[config.mk]
export PLATFORM = sky130hd
export DESIGN_NAME = nibble_serial_sub
export DESIGN_NICKNAME = d
export VERILOG_FILES = /design/src/rtl/approx_arith_pkg.sv /design/src/rtl/sub4_slice.sv /design/src/rtl/nibble_serial_sub.sv
export SDC_FILE = /design/constraint.sdc
export NUM_CORES = 1
export LEC_CHECK = 0
export ABC_AREA = 1
export CAP_MARGIN = 25
export CORE_AREA = 5 5 86 88
export DETAILED_ROUTE_END_ITERATION = 12
export DIE_AREA = 0 0 91 93
export SETUP_SLACK_MARGIN = 0.4
export SLEW_MARGIN = 25
export SYNTH_ARGS = -nofsm -noshare
export SYNTH_HDL_FRONTEND = slang
export SYNTH_SLANG_ARGS = --single-unit
export TNS_END_PERCENT = 100
[constraint.sdc]
create_clock -name clk -period 2.9 [get_ports clk]
set_input_delay 0.58 -clock clk [delete_from_list [all_inputs] [get_ports clk]]
set_output_delay 0.58 -clock clk [all_outputs]
set_load 0.01 [all_outputs]
[src/rtl/approx_arith_pkg.sv]
// Shared types and constants for the nibble-serial arithmetic blocks.
package approx_arith_pkg;

    localparam int NIBBLE_W = 4;

    typedef enum logic [1:0] {
        IDLE = 2'd0,
        RUN  = 2'd1,
        DONE = 2'd2
    } sub_state_t;

    // Width of the nibble index; never narrower than one bit.
    function automatic int nib_idx_w(input int nib);
        if (nib > 1) begin
            return $clog2(nib);
        end else begin
            return 1;
        end
    endfunction

endpackage

[src/rtl/sub4_slice.sv]
// Combinational 4-bit subtract slice: x + ~y + cin using generate/propagate lookahead.
module sub4_slice
    import approx_arith_pkg::*;
(
    input  logic [3:0] x,
    input  logic [3:0] y,
    input  logic       cin,
    output logic [3:0] s,
    output logic       cout
);

    logic [3:0] yn_s;
    logic [3:0] g_s;
    logic [3:0] p_s;
    logic [4:0] c_s;

    // Lookahead carries, each written directly from g/p and cin rather than rippled.
    always_comb begin
        yn_s   = ~y;
        g_s    = x & yn_s;
        p_s    = x ^ yn_s;
        c_s[0] = cin;
        c_s[1] = g_s[0] | (p_s[0] & cin);
        c_s[2] = g_s[1] | (p_s[1] & g_s[0]) | (p_s[1] & p_s[0] & cin);
        c_s[3] = g_s[2] | (p_s[2] & g_s[1]) | (p_s[2] & p_s[1] & g_s[0])
               | (p_s[2] & p_s[1] & p_s[0] & cin);
        c_s[4] = g_s[3] | (p_s[3] & g_s[2]) | (p_s[3] & p_s[2] & g_s[1])
               | (p_s[3] & p_s[2] & p_s[1] & g_s[0])
               | (p_s[3] & p_s[2] & p_s[1] & p_s[0] & cin);
        s      = p_s ^ c_s[3:0];
        cout   = c_s[4];
    end

endmodule

[src/rtl/nibble_serial_sub.sv]
// Nibble-serial unsigned subtractor: one 4-bit slice per clock, borrow chained through a carry register.
module nibble_serial_sub
    import approx_arith_pkg::*;
#(
    parameter int WIDTH = 16
) (
    input  logic             clk,
    input  logic             rst,
    input  logic             in_valid,
    output logic             in_ready,
    input  logic [WIDTH-1:0] a,
    input  logic [WIDTH-1:0] b,
    output logic             out_valid,
    input  logic             out_ready,
    output logic [WIDTH-1:0] diff,
    output logic             borrow
);

    localparam int NIB = WIDTH / NIBBLE_W;
    localparam int KW  = nib_idx_w(NIB);
    localparam logic [KW-1:0] K_LAST = KW'(NIB - 1);

    sub_state_t       state_r;
    sub_state_t       next_state_s;
    logic [WIDTH-1:0] a_r;
    logic [WIDTH-1:0] b_r;
    logic [KW-1:0]    k_r;
    logic             carry_r;
    logic [WIDTH-1:0] diff_r;
    logic             borrow_r;
    logic             out_valid_r;
    logic             in_ready_r;
    logic [3:0]       x_s;
    logic [3:0]       y_s;
    logic [3:0]       sum_s;
    logic             cout_s;

    // Select the operand nibbles for the slice currently being processed.
    always_comb begin
        x_s = a_r[NIBBLE_W*int'(k_r) +: NIBBLE_W];
        y_s = b_r[NIBBLE_W*int'(k_r) +: NIBBLE_W];
    end

    sub4_slice u_slice (
        .x    (x_s),
        .y    (y_s),
        .cin  (carry_r),
        .s    (sum_s),
        .cout (cout_s)
    );

    // Next-state decode; handshake inputs only steer the state, never the outputs directly.
    always_comb begin
        next_state_s = state_r;
        case (state_r)
            IDLE: begin
                if (in_valid) begin
                    next_state_s = RUN;
                end else begin
                    next_state_s = IDLE;
                end
            end
            RUN: begin
                if (k_r == K_LAST) begin
                    next_state_s = DONE;
                end else begin
                    next_state_s = RUN;
                end
            end
            DONE: begin
                if (out_ready) begin
                    next_state_s = IDLE;
                end else begin
                    next_state_s = DONE;
                end
            end
            default: next_state_s = IDLE;
        endcase
    end

    // State, datapath and result registers; reset discards any operation in flight.
    always_ff @(posedge clk) begin
        if (rst) begin
            state_r     <= IDLE;
            a_r         <= '0;
            b_r         <= '0;
            k_r         <= '0;
            carry_r     <= 1'b1;
            diff_r      <= '0;
            borrow_r    <= 1'b0;
            out_valid_r <= 1'b0;
            in_ready_r  <= 1'b0;
        end else begin
            state_r     <= next_state_s;
            out_valid_r <= (next_state_s == DONE);
            in_ready_r  <= (next_state_s == IDLE);
            case (state_r)
                IDLE: begin
                    if (in_valid) begin
                        a_r     <= a;
                        b_r     <= b;
                        k_r     <= '0;
                        carry_r <= 1'b1;
                    end
                end
                RUN: begin
                    diff_r[NIBBLE_W*int'(k_r) +: NIBBLE_W] <= sum_s;
                    carry_r <= cout_s;
                    k_r     <= k_r + {{(KW-1){1'b0}}, 1'b1};
                    if (k_r == K_LAST) begin
                        borrow_r <= ~cout_s;
                    end
                end
                DONE: ;
                default: ;
            endcase
        end
    end

    // The ready flag is also masked by reset so no handshake can complete while reset is held.
    assign in_ready  = in_ready_r & ~rst;
    assign out_valid = out_valid_r;
    assign diff      = diff_r;
    assign borrow    = borrow_r;

endmodule

* After elaboration in Yosys (flattened, before gate mapping)
Cells that the tools add are included.
** Cells by class
- Shifts and indexed selects :: 4
- Bitwise operators :: 33
- Reductions and logical operators :: 6
- Add/sub/neg operators :: 2
- Muxes and demuxes :: 9
- Equality and inequality tests :: 5
** Operators by type and width (number)
- 4-bit negation with 33-bit output :: 1
- 4-bit by 33-bit variable shift with 16-bit output (first input constant) :: 1
- 4-bit by 33-bit variable part select with 16-bit output :: 1
- 16-bit by 5-bit variable part select with 4-bit output :: 2
- 1-bit bitwise AND :: 17
- 16-bit bitwise mux :: 1
- 1-bit bitwise OR :: 10
- 4-bit bitwise XOR :: 2
- 2-bit equality test (second input constant) :: 3
- 2-bit 2-to-1 mux :: 3
- 2-bit one-hot mux with 3 select lines :: 1
- 2-bit AND reduction :: 3
- 4-bit bitwise AND :: 1
- 2-bit zero test :: 2
- 4-bit inverter :: 1
- 2-bit one-hot mux with 2 select lines :: 1
- 2-bit by 1-bit adder with 2-bit output (second input constant) :: 1
- 2-bit by 1-bit equality test with 1-bit output (second input constant) :: 1
- 1-bit 2-to-1 mux :: 2
- 2-bit != test (second input constant) :: 1
- 1-bit inverter :: 2
- 1-bit one-hot mux with 2 select lines :: 1
- 2-bit nonzero test :: 1
** Word-level totals
- Input bits :: 36
- Word-level logic and storage cells :: 68
- Register bits :: 56
- Output and inout port bits :: 19

* Depth between registers and ports, before layout
- Depth in word-level cells :: 10
- Mapped depth :: 14
- Gate-level depth less buffers :: 13

* Modules after synthesis
A second synthesis with hierarchy kept.
** Second synthesis, totals
- Cells, all modules :: 356
- Area, all modules :: 2537.4 sq um
** Modules (own cells, without submodules)
- nibble_serial_sub :: area each 2348.5 sq um, times used 1, cells each 325
- sub4_slice :: area each 188.9 sq um, times used 1, cells each 31

* Worst setup path before layout
Ideal clock, no wire load.
- Path kind :: register to register
- Start :: register k_r[0]
- End :: register carry_r
- Stages on the path, launching flop included :: 13
- Data arrival time :: 2.025 ns
- Required time :: 2.779 ns
- Period minus slack after synthesis :: 2.147 ns
- Setup time :: 0.121 ns
- Slack :: 0.753 ns
- Path buffers :: 2
- Cells stage by stage :: dfxtp_1 inv_2 buf_4 buf_6 o21ai_0 o22ai_1 ha_1 or2_0 nand2_1 nand2_1 a21o_1 o22ai_1 nand2_1
** On the way
- Longest elaborated chain between the ends :: 9
** RTL lines
- start: declaration :: RTL line nibble_serial_sub.sv:27 : logic [KW-1:0] k_r;
- start signal: assignment :: RTL line nibble_serial_sub.sv:109 : k_r <= k_r + {{(KW-1){1'b0}}, 1'b1};
- 16-bit by 5-bit variable part select with 4-bit output :: RTL line nibble_serial_sub.sv:41 : y_s = b_r[NIBBLE_W*int'(k_r) +: NIBBLE_W];
- 4-bit inverter :: RTL line sub4_slice.sv:19 : yn_s = ~y;
- 4-bit bitwise XOR or 4-bit bitwise AND (tied branches) :: RTL line sub4_slice.sv:21, sub4_slice.sv:20
- 1-bit bitwise AND, on equally long branches :: RTL line sub4_slice.sv:27, sub4_slice.sv:28, sub4_slice.sv:29
- 1-bit bitwise OR, or another cell as far along (2 in series) :: RTL line sub4_slice.sv:27 : c_s[4] = g_s[3] | (p_s[3] & g_s[2]) | (p_s[3] & p_s[2] & g_s[1])
- 1-bit bitwise OR or 1-bit bitwise AND (tied branches) :: RTL line sub4_slice.sv:28, sub4_slice.sv:29
- 1-bit bitwise OR * :: RTL line sub4_slice.sv:29 : | (p_s[3] & p_s[2] & p_s[1] & p_s[0] & cin);
- 1-bit one-hot mux with 2 select lines * :: RTL line nibble_serial_sub.sv:97 : case (state_r)
- end signal: assignment :: RTL line nibble_serial_sub.sv:108 : carry_r <= cout_s;
- end: declaration :: RTL line nibble_serial_sub.sv:28 : logic carry_r;
Mark *: on every way between the ends. The rest lies on a longest branch, timed or not.
A chain may end at the register's enable or synchronous reset.

* Worst setup path after layout
- Start :: register k_r[0]
- End :: register diff_r[13] (netlist: diff[13])
** On the way
- Longest elaborated chain between the ends :: 10
** RTL lines
- 16-bit by 5-bit variable part select with 4-bit output :: RTL line nibble_serial_sub.sv:41
- 4-bit inverter :: RTL line sub4_slice.sv:19
- 4-bit bitwise XOR or 4-bit bitwise AND (tied branches) :: RTL line sub4_slice.sv:21, sub4_slice.sv:20
- 1-bit bitwise AND, on equally long branches :: RTL line sub4_slice.sv:25, sub4_slice.sv:26
- 1-bit bitwise OR, or another cell as far along :: RTL line sub4_slice.sv:25 : c_s[3] = g_s[2] | (p_s[2] & g_s[1]) | (p_s[2] & p_s[1] & g_s[0])
- 1-bit bitwise OR or 1-bit bitwise AND (tied branches) :: RTL line sub4_slice.sv:25, sub4_slice.sv:26
- 1-bit bitwise OR :: RTL line sub4_slice.sv:26 : | (p_s[2] & p_s[1] & p_s[0] & cin);
- 4-bit bitwise XOR :: RTL line sub4_slice.sv:30 : s = p_s ^ c_s[3:0];
- 4-bit by 33-bit variable part select with 16-bit output :: RTL line nibble_serial_sub.sv:107 : diff_r[NIBBLE_W*int'(k_r) +: NIBBLE_W] <= sum_s;
- 16-bit bitwise mux * :: RTL line nibble_serial_sub.sv:107
- end signal: indexed assignment :: RTL line nibble_serial_sub.sv:107
- end: declaration :: RTL line nibble_serial_sub.sv:29 : logic [WIDTH-1:0] diff_r;
Marks and branches as above.

==> results.md <==
* Status: finished, final reports clean
* Final ANT Viol Nets at 0
* Leakage power at 1.31 nW
* First-pass GRT wire length at slightly below 10 mm
* #FFs+latches synth at 56
* Top FF cell, synth: dfxtp_1
* Port Buffer Count at 54
* Final setup vio count at 0
* Highest-count cells in the layout ignoring fill and taps: 79 x nor2_1, 54 x dfxtp_1, 54 x clkdlybuf4s50_1
* Final hold slack at 0.466 ns
* Most used cell, CP: nand2_1
* Comb power frac at between 20% and 30%
* Detailed Route Iter0 Violations at 74
* Int Pwr at 1.17 mW
* Worst endpoint required time at around 3.2 ns
* Initial core utilization at roughly 40%
* Post-Syn Area at 2550 µm²
* Crit path largest cell delay at 0.44 ns
* Largest net degree at the start of global routing at 33
* Die Ht at around 93 µm
* H-tree depth at 2
* VDD IR-drop max at about 0.27 mV
* CTS sink count at between 50 and 60
* Clock Skew at 0.00535 ns
* Detailed placement HPWL at 4.31 mm
* Final Hold Viols at 0
* Max-Cap Viols at 0
* DRC viols at 0
* Seq/Total Area, Yosys at between 40% and 50%
* Post-synth ARST share at 0%
* Share of post-route cells with drive strength above 1 at under 10%
* CP startpoint kind: register
* TNS Setup at 0 ns
* Area of the core at around 6600 µm²
* Sequential share of power at around half
* All-layer global routing usage at approximately 14%
* Io pins at 55
* Wire length per cell at 12.3 µm
* Psw at just over 0.5 mW
* Kind of critical path: reg -> reg
* Clock Pin Slew Worst Setup and Hold Paths at approximately 0.1 ns
* Die X at ~91 µm
* Clock buffer depth at 2
* Clock Power Share at about 25%
* Die ar. at roughly 8500 µm²
* Final worst-path cycle share at 80.2%
* Layout area overhead at 28.9%
* TritonRoute pass-1 iters at 4
* Type of the tightest min-delay check: reg -> reg
* Crit path cell chain: buf_4 -> nand2_1 -> a32oi_1 -> inv_1 -> fa_1 -> xnor2_2 -> nand2_1 -> nor2_1 -> nand2_1 -> a21oi_1
* CTS tree: done
* Crit path max-delay cell type: fa_1
* Slew headroom at between 70 and 80%
* Max Clk Rate at about 0.43 GHz
* Vias at 2,305
* Root Buffer: clkbuf_8
* Placer congestion estimate at between 0.8 and 0.9
* Vias in the first global route at 2,208
* Gr ovfl total at 0
* Leading cell type in the layout, fill and taps excluded: nor2_1
* Post-layout util at between 50% and 60%
* Post-synth EDFFs at 0
* Site Rows at 30
* Pwr Total at ~1.7 mW
* Syn Inst Count at roughly 330
* WL final at approximately 5.8 mm
* Nets at ~440
* P per Cell Area at 512 nW/µm²
* Cell variety after synth at 34
* CP bufs+invs at 2
* Tightest Pin Transition at approximately 0.36 ns
* CP endpoint kind: register
* Switching share of power at approximately 31%
* Crit path max-delay family: compound AO/OA/AOI/OAI gates
* N_diodes at 0
* Initial antenna violation count at 0
* Unrepaired setup endpoints after global routing: true
* Tmin final at around 2.3 ns
* Final slew viol count at 0
* Synth warn at 0
* Worst skew pair latency at approximately 0.30 ns
* Arr. time, crit path at 2.57 ns
* Vias/cell at ~5
* Syn avg cell area at approximately 7.6 µm²
* Synth Net Count at 382
* CTS Buf Count at 5
* Worst Path Max Fanout at 19
==> per-layer routing <==
metal | share of wire, % | vias to the layer above | global-route usage (%)
met1 | 46 | 1039 | 17.0
met2 | 47 | 52 | 23.4
li1 | - | 1207 | -
met4 | 1.2 | 0 | 4.40
met5 | 0 | - | 0
met3 | 6.2 | 7 | 4.42
==> metrics by stage <==
stage / instances / cell area, µm² / setup slack, ns
after CTS: 466 / 3230 / 0.400
after global placement: 458 / 3140 / 0.567
final: 470 / 3290 / 0.574
after global routing: 470 / 3290 / 0.382
after detailed placement: 458 / 3140 / 0.462
after floorplan: 334 / 2550 / 0.753
==> synthesized netlist by cell type (all sizes together), types with 2 or more instances <==
library cell / n / share of area (%)
clkbuf: 5 / 0.78
a22oi: 2 / 0.59
o21ai: 41 / 8.0
a21oi: 22 / 4.3
a32oi: 3 / 1.3
o22ai: 4 / 0.98
buf: 11 / 2.8
a32o: 3 / 1.2
nand4: 5 / 1.2
dfxtp: 56 / 44
nand3: 8 / 1.8
nand2: 53 / 8.3
inv: 19 / 2.8
ha: 11 / 5.4
nor3: 2 / 0.59
nor2: 83 / 13
==> layout make-up <==
| cell class | count | area [µm²] |
|---|---|---|
| Clock inverter | 3 | 18.8 |
| Tap cell | 80 | 100 |
| Multi-Input combinational cell | 243 | 1270 |
| Inverter | 19 | 75.1 |
| Clock buffer | 5 | 68.8 |
| Fill cell | 666 | 3280 |
| Sequential cell | 56 | 1120 |
| Timing Repair Buffer | 64 | 628 |
==> sequential cells by signal, summed over array words and instances, names as in the netlist <==
| signal | cells |
|---|---|
| a_r | 16 |
| b_r | 16 |
| borrow | 1 |
| carry_r | 1 |
| diff | 16 |
| in_ready_r | 1 |
| k_r | 2 |
| out_valid | 1 |
| state_r | 2 |
==> worst register-to-register path, stage by stage (launching register included) <==
cell and delay [ns]:
dfxtp_2 0.43, buf_4 0.26, nand2_1 0.09, a32oi_1 0.33, inv_1 0.11, fa_1 0.44
xnor2_2 0.22, nand2_1 0.07, nor2_1 0.14, nand2_1 0.07, a21oi_1 0.11
==> kinds of logic (layout without fill, tap and decap cells) <==
| group | after synthesis | after routing | synth area share (%) |
|---|---|---|---|
| AND/OR/NAND/NOR | 153 | 153 | 26.1 |
| flip-flops | 56 | 56 | 43.9 |
| XOR/XNOR | 1 | 1 | 0.343 |
| adder cells (fa/ha/maj) | 12 | 12 | 6.18 |
| AO/OA/AOI/OAI | 77 | 77 | 17.0 |
| buffers and inverters | 35 | 91 | 6.42 |
==> power by group through the flow <==
stage / Sequential, mW / Combinational [mW] / Clock, mW
after global routing: 0.856 / 0.477 / 0.459
after detailed placement: 0.867 / 0.408 / 0
after floorplan: 0.861 / 0.284 / 0
after global placement: 0.867 / 0.402 / 0
final: 0.849 / 0.418 / 0.416
after CTS: 0.849 / 0.410 / 0.428
==> what timing repair did <==
item / CTS / global route
setup buffers: 0 / 4
hold buffers: 0 / 0
endpoints found under the setup margin: 0 / 15
resized for setup: 0 / 4
==> path summary, 6_finish.rpt <==
path	slack [ns]	start	end	cells past startpoint
hold reg to reg	0.47	diff[1]	diff[1]	2
hold / removal	0.47	diff[1]	diff[1]	2
setup / recovery	0.57	k_r[0]	diff[13]	10
setup reg to reg	0.57	k_r[0]	diff[13]	10
Note: power is estimated with default switching activity, not from simulation.
